### src/rtl/putbits.sv
// putbits: bitstream writer. Packs MSB-first variable-length codes (0..24 bits) into
// 64-bit words for the elementary-stream output FIFO, with byte alignment and an
// end-of-stream flush that pads to a 64-bit boundary and drains the accumulator.
//
// Ports:
//   clk, clk_en, rst            clock, clock enable (all state holds when low), sync reset
//   bits_in[23:0], bits_len[4:0] right-justified code and its length (25..31 act as 24)
//   bits_valid, align, flush    request strobe and its modifiers
//   putbits_ready               request accepted when bits_valid && putbits_ready && clk_en
//   vid_out[63:0], vid_out_wr_en packed word (first stream bit at [63]) and FIFO write strobe
//   vid_out_afull               FIFO almost full; holds word emission
//   flush_done                  one-cycle pulse when a flush has fully drained
//
// Optional feature: define PUTBITS_BITCOUNT_EN to add bit_count[31:0], the number of
// bits accepted including alignment and flush padding (wraps, cleared by rst only).
module putbits #(
    parameter int unsigned ACC_W     = 128,
    parameter int unsigned READY_MAX = 96
) (
    input  logic        clk,
    input  logic        clk_en,
    input  logic        rst,
    input  logic [23:0] bits_in,
    input  logic [4:0]  bits_len,
    input  logic        bits_valid,
    input  logic        align,
    input  logic        flush,
    output logic        putbits_ready,
    output logic [63:0] vid_out,
    output logic        vid_out_wr_en,
    input  logic        vid_out_afull,
    output logic        flush_done
`ifdef PUTBITS_BITCOUNT_EN
    ,
    output logic [31:0] bit_count
`endif
);

    typedef enum logic {StRun, StFlush} state_e;

    state_e           state_q, state_d;
    logic [ACC_W-1:0] acc_q, acc_d, acc_a, ins;
    logic [7:0]       fill_q, fill_d, fa, f1, f2, shamt;
    logic [4:0]       len;
    logic [23:0]      code;
    logic             accept, flush_act, emit, done;
    logic [63:0]      vid_out_q;
    logic             wr_en_q, flush_done_q;

    assign putbits_ready = (state_q == StRun) && (fill_q <= 8'(READY_MAX)) && !rst;
    assign vid_out       = vid_out_q;
    assign vid_out_wr_en = wr_en_q;
    assign flush_done    = flush_done_q;

    always_comb begin
        len       = (bits_len > 5'd24) ? 5'd24 : bits_len;
        code      = bits_in & ((24'd1 << len) - 24'd1);
        accept    = bits_valid && putbits_ready;
        f1        = fill_q + {3'b000, len};
        f2        = align ? {f1[7:3] + 5'(|f1[2:0]), 3'b000} : f1;
        // Code lands just below the current valid bits; bits below fill are always zero,
        // so alignment and flush padding need no explicit writes.
        shamt     = 8'(ACC_W) - f1;
        ins       = {{(ACC_W-24){1'b0}}, code} << shamt;
        acc_a     = accept ? (acc_q | ins) : acc_q;
        fa        = accept ? f2 : fill_q;
        // Flush padding is applied lazily: a partial word is emitted zero-padded.
        flush_act = (state_q == StFlush) || (accept && flush);
        emit      = !vid_out_afull && ((fa >= 8'd64) || (flush_act && (fa != 8'd0)));
        acc_d     = emit ? (acc_a << 64) : acc_a;
        fill_d    = fa;
        if (emit) begin
            fill_d = (fa >= 8'd64) ? (fa - 8'd64) : 8'd0;
        end
        done      = flush_act && (fill_d == 8'd0) && !emit;
        state_d   = (flush_act && !done) ? StFlush : StRun;
    end

    always_ff @(posedge clk) begin
        if (rst) begin
            state_q      <= StRun;
            acc_q        <= '0;
            fill_q       <= '0;
            vid_out_q    <= '0;
            wr_en_q      <= 1'b0;
            flush_done_q <= 1'b0;
        end else if (clk_en) begin
            state_q      <= state_d;
            acc_q        <= acc_d;
            fill_q       <= fill_d;
            wr_en_q      <= emit;
            flush_done_q <= done;
            if (emit) begin
                vid_out_q <= acc_a[ACC_W-1 -: 64];
            end
        end
    end

`ifdef PUTBITS_BITCOUNT_EN
    logic [8:0]  f3;
    logic [31:0] bit_count_q;

    always_comb begin
        f3 = {1'b0, f2};
        if (flush) begin
            f3 = ({1'b0, f2} + 9'd63) & 9'h1C0;
        end
    end

    always_ff @(posedge clk) begin
        if (rst) begin
            bit_count_q <= '0;
        end else if (clk_en && accept) begin
            bit_count_q <= bit_count_q + 32'(f3 - {1'b0, fill_q});
        end
    end

    assign bit_count = bit_count_q;
`endif

endmodule
### config.mk
export PLATFORM = sky130hd
export DESIGN_NAME = putbits
export DESIGN_NICKNAME = d
export VERILOG_FILES = /design/src/rtl/putbits.sv
export SDC_FILE = /design/constraint.sdc
export NUM_CORES = 1
export LEC_CHECK = 0
export ABC_AREA = 1
export CAP_MARGIN = 5
export CORE_MARGIN = 4
export CORE_UTILIZATION = 50
export CTS_CLUSTER_DIAMETER = 40
export DETAILED_ROUTE_END_ITERATION = 8
export HOLD_SLACK_MARGIN = 0.15
export PLACE_DENSITY = 0.72
export SYNTH_ARGS = -nofsm -noshare
export SYNTH_HDL_FRONTEND = slang
export SYNTH_SLANG_ARGS = --single-unit
### constraint.sdc
create_clock -name clk -period 12.1 [get_ports clk]
set_clock_uncertainty 0.05 [all_clocks]
set_input_delay 2.42 -clock clk [delete_from_list [all_inputs] [get_ports clk]]
set_output_delay 2.42 -clock clk [all_outputs]
set_load 0.01 [all_outputs]
==> flow_summary.yaml <==
routing:
  wl_per_cell_um: 17.2
  first_pass_iters: 7
  wirelength_mm: 40.6
  drt_iter0_markers: 1500
  detail-route-antenna-nets: 0
  drcViolationCount: 0
  vias: 13300
  viasPerCell: 5.62
setup_path:
  worstSetupStartpointType: "input pin"
  r2r_cells: 23
  cp_slowest_cell: "clkdlybuf4s50_1"
  critPathBufInv: 10
  slowest_delay_ns: 0.74
  arrival_ns: 8.55
  worstPathRequired_ns: 12.50
  critPathTopFamily: "buffers and inverters"
  r2r-start: "fill_q[0]$_SDFFE_PP0P_"
  worstSetupPathType: "input pin to flop"
  crit_path_frequent_cell: "ha_1"
  reg2reg_to: "vid_out[22]$_SDFFE_PP0P_"
  end_kind: "flop"
  rrSetupSlack_ns: 6.58
  cp_max_fo: 83
timing:
  min_period_over_period_pct: 67.3
  tightest_slew_ns: 0.948
  setup_violations: 0
  min_period_ns: 8.15
  relSlewSlack_pct: 36.4
  rsz0062_at_grt: "false"
  max_clock_freq_mhz: 123
  hold_viol: 0
  tns_ns: 0
  slew_violations: 0
layout:
  fillers: 2342
  n_antenna_cell: 0
  finalNetCount: 2059
  drive_gt1_share_pct: 6.09
  stdcell_count: 2359
  area_growth_pct: 16.1
placed_design:
  place_inst: 2305
  hpwlAfterDp_mm: 27.7
  io_buffers: 102
  place_congestion: 0.983
floorplanning:
  chipWidth_um: 165
  coreArea_um2: 24300
  die_h_um: 165
  ios: 103
  num_rows: 57
  start_util_pct: 50.8
  die_area_um2: 27300
cts:
  cts_root_buf: "clkbuf_16"
  hold_buffers: 0
  numCtsBuffers: 29
  cts_tree: "built"
  path_clk_slew_ns: 0.05
  clock_latency_ns: 0.57
  postCtsSetupBuffers: 0
  cts.repair.resized: 0
  clock_path_buffers: 3
  cts_htree_levels: 1
  clock-sinks: 203
yosys:
  synth_top_area_share_pct: 32.9
  async_flop_share_pct: 0
  ys_warn_count: 0
  syn_inst: 1980
  ys_types: 53
  synth_nets: 2027
  syn_avg_cell_area_um2: 6.24
  syn_area_um2: 12300
  synth-seq-area-share_pct: 32.9
  ys_seq_elements: 203
  synth_edf_count: 0
  yosys-top-cells-area: "dfxtp_1 33%, nand2_1 19%, nand3_1 9.5%, inv_1 5.8%, o21ai_0 4.5%"
  synth_ff_type: "dfxtp_1"
  synth_area_leader_cell: "dfxtp_1"
run:
  drv_cap: 0
run_status:
  outcome: "finished, final reports clean"
global_route:
  overflow: 0
  grt_pass1_wl_mm: 65.2
  grt_pass1_vias: 12300
  grt_use_total_pct: 29.6
  grt_max_degree: 84
  antenna_found_initial: 0
power:
  power_leakage_nw: 6.55
  ir_worst_vdd_mv: 0.130
  p_per_area_nw_per_um2: 161
worst_hold_path:
  hold_path_class: "flop to flop"
  whs_endpoint: "vid_out[19]$_SDFFE_PP0P_"
  whs_path_depth: 2
  min_from: "vid_out[19]$_SDFFE_PP0P_"
-- metal layers --
layer	part of all wire, %	wire (µm)	vias up	track usage [%]
met5	0	0	-	0
met4	3.0	1230	0	9.38
met3	9.6	3890	100	5.06
met2	43	17500	606	45.5
met1	44	18000	5998	42.3
li1	-	-	6546	-
-- worst max path at each step --
stage	startpoint	slack, ns	depth (start not counted)	to
floorplan	bits_len[3]	5.89	30	vid_out[3]$_SDFFE_PP0P_
global placement	bits_len[3]	3.58	27	vid_out[22]$_SDFFE_PP0P_
detailed placement	bits_len[3]	3.48	27	vid_out[22]$_SDFFE_PP0P_
CTS	bits_len[3]	4.04	27	vid_out[22]$_SDFFE_PP0P_
global route	bits_len[3]	3.35	28	acc_q[35]$_SDFFE_PP0P_
finish	bits_len[3]	3.95	27	vid_out[22]$_SDFFE_PP0P_
-- kinds of logic after synthesis --
family	after synthesis	share of synthesized area, %
buffers and inverters	322	10.6
AND/OR/NAND/NOR	1082	37.2
adder cells (fa/ha/maj)	11	1.18
AO/OA/AOI/OAI	352	17.2
flip-flops	203	32.9
XOR/XNOR	10	0.892
-- cells in the mapped netlist (all sizes together), types with 8 or more instances --
cell type and count:
a21oi 91, a22o 20, a31o 10, buf 57
clkbuf 60, dfxtp 203, ha 10, inv 202
nand2 633, nand3 237, nand4 39, nor2 136
nor3 14, o211ai 24, o21ai 146, o21bai 29
or2 14, xor2 8
-- tightest hold or removal path, cell delays in order, from the launching register on --
cell and delay (ns):
dfxtp_1 0.31, nand2_1 0.06, nand2_1 0.04
-- final cells by class --
cell class	instances	area, µm²	area share [%]
repair buffers	118	1130	7.91
clock inverters	19	195	1.36
clock buffers	35	768	5.36
multi-input cells	1455	7000	48.8
flip-flops and latches	203	4060	28.4
inverters	205	771	5.38
well taps	324	405	2.83
-- power breakdown --
part	total, mW	leakage (nW)	internal (mW)	switching (mW)
logic	0.789	4.44	0.202	0.587
registers	0.692	1.64	0.684	0.00814
clock network	0.834	0.466	0.488	0.347
total	2.31	6.55	1.37	0.942
-- state kept, by name, summed over array words and instances, names as in the netlist --
| name | count |
|---|---|
| acc_q | 128 |
| vid_out | 64 |
| fill_q | 8 |
| flush_done | 1 |
| state_q | 1 |
| vid_out_wr_en | 1 |
-- per-stage QoR --
stage / instance area (µm²) / total power [mW] / hold WS [ns] / setup slack (ns) / utilization (%)
after global routing: 14300 / 2.43 / 0.419 / 3.35 / 58.9
after CTS: 14300 / 2.30 / 0.402 / 4.04 / 58.9
after floorplan: 12300 / 1.24 / 0.386 / 5.89 / -
after detailed placement: 13400 / 1.47 / 0.388 / 3.48 / 55.0
final: 14300 / 2.31 / 0.399 / 3.95 / 58.9
after global placement: 13400 / 1.47 / 0.388 / 3.58 / 55.0
-- cells in the final DEF, fill, tap and decap left out, drive strengths merged, types with 8 or more instances in the layout --
cell and count:
nand2 633, buf 18, nor2 136, ha 10, clkdlybuf4s50 100, or2 14
nand4 39, a22o 20, a21oi 91, o21ai 146, inv 209, xor2 8
nor3 14, clkbuf 35, nand3 237, o21bai 29, a31o 10, clkinv 11
dfxtp 203, o211ai 24
(Power assumes the default switching activity.)
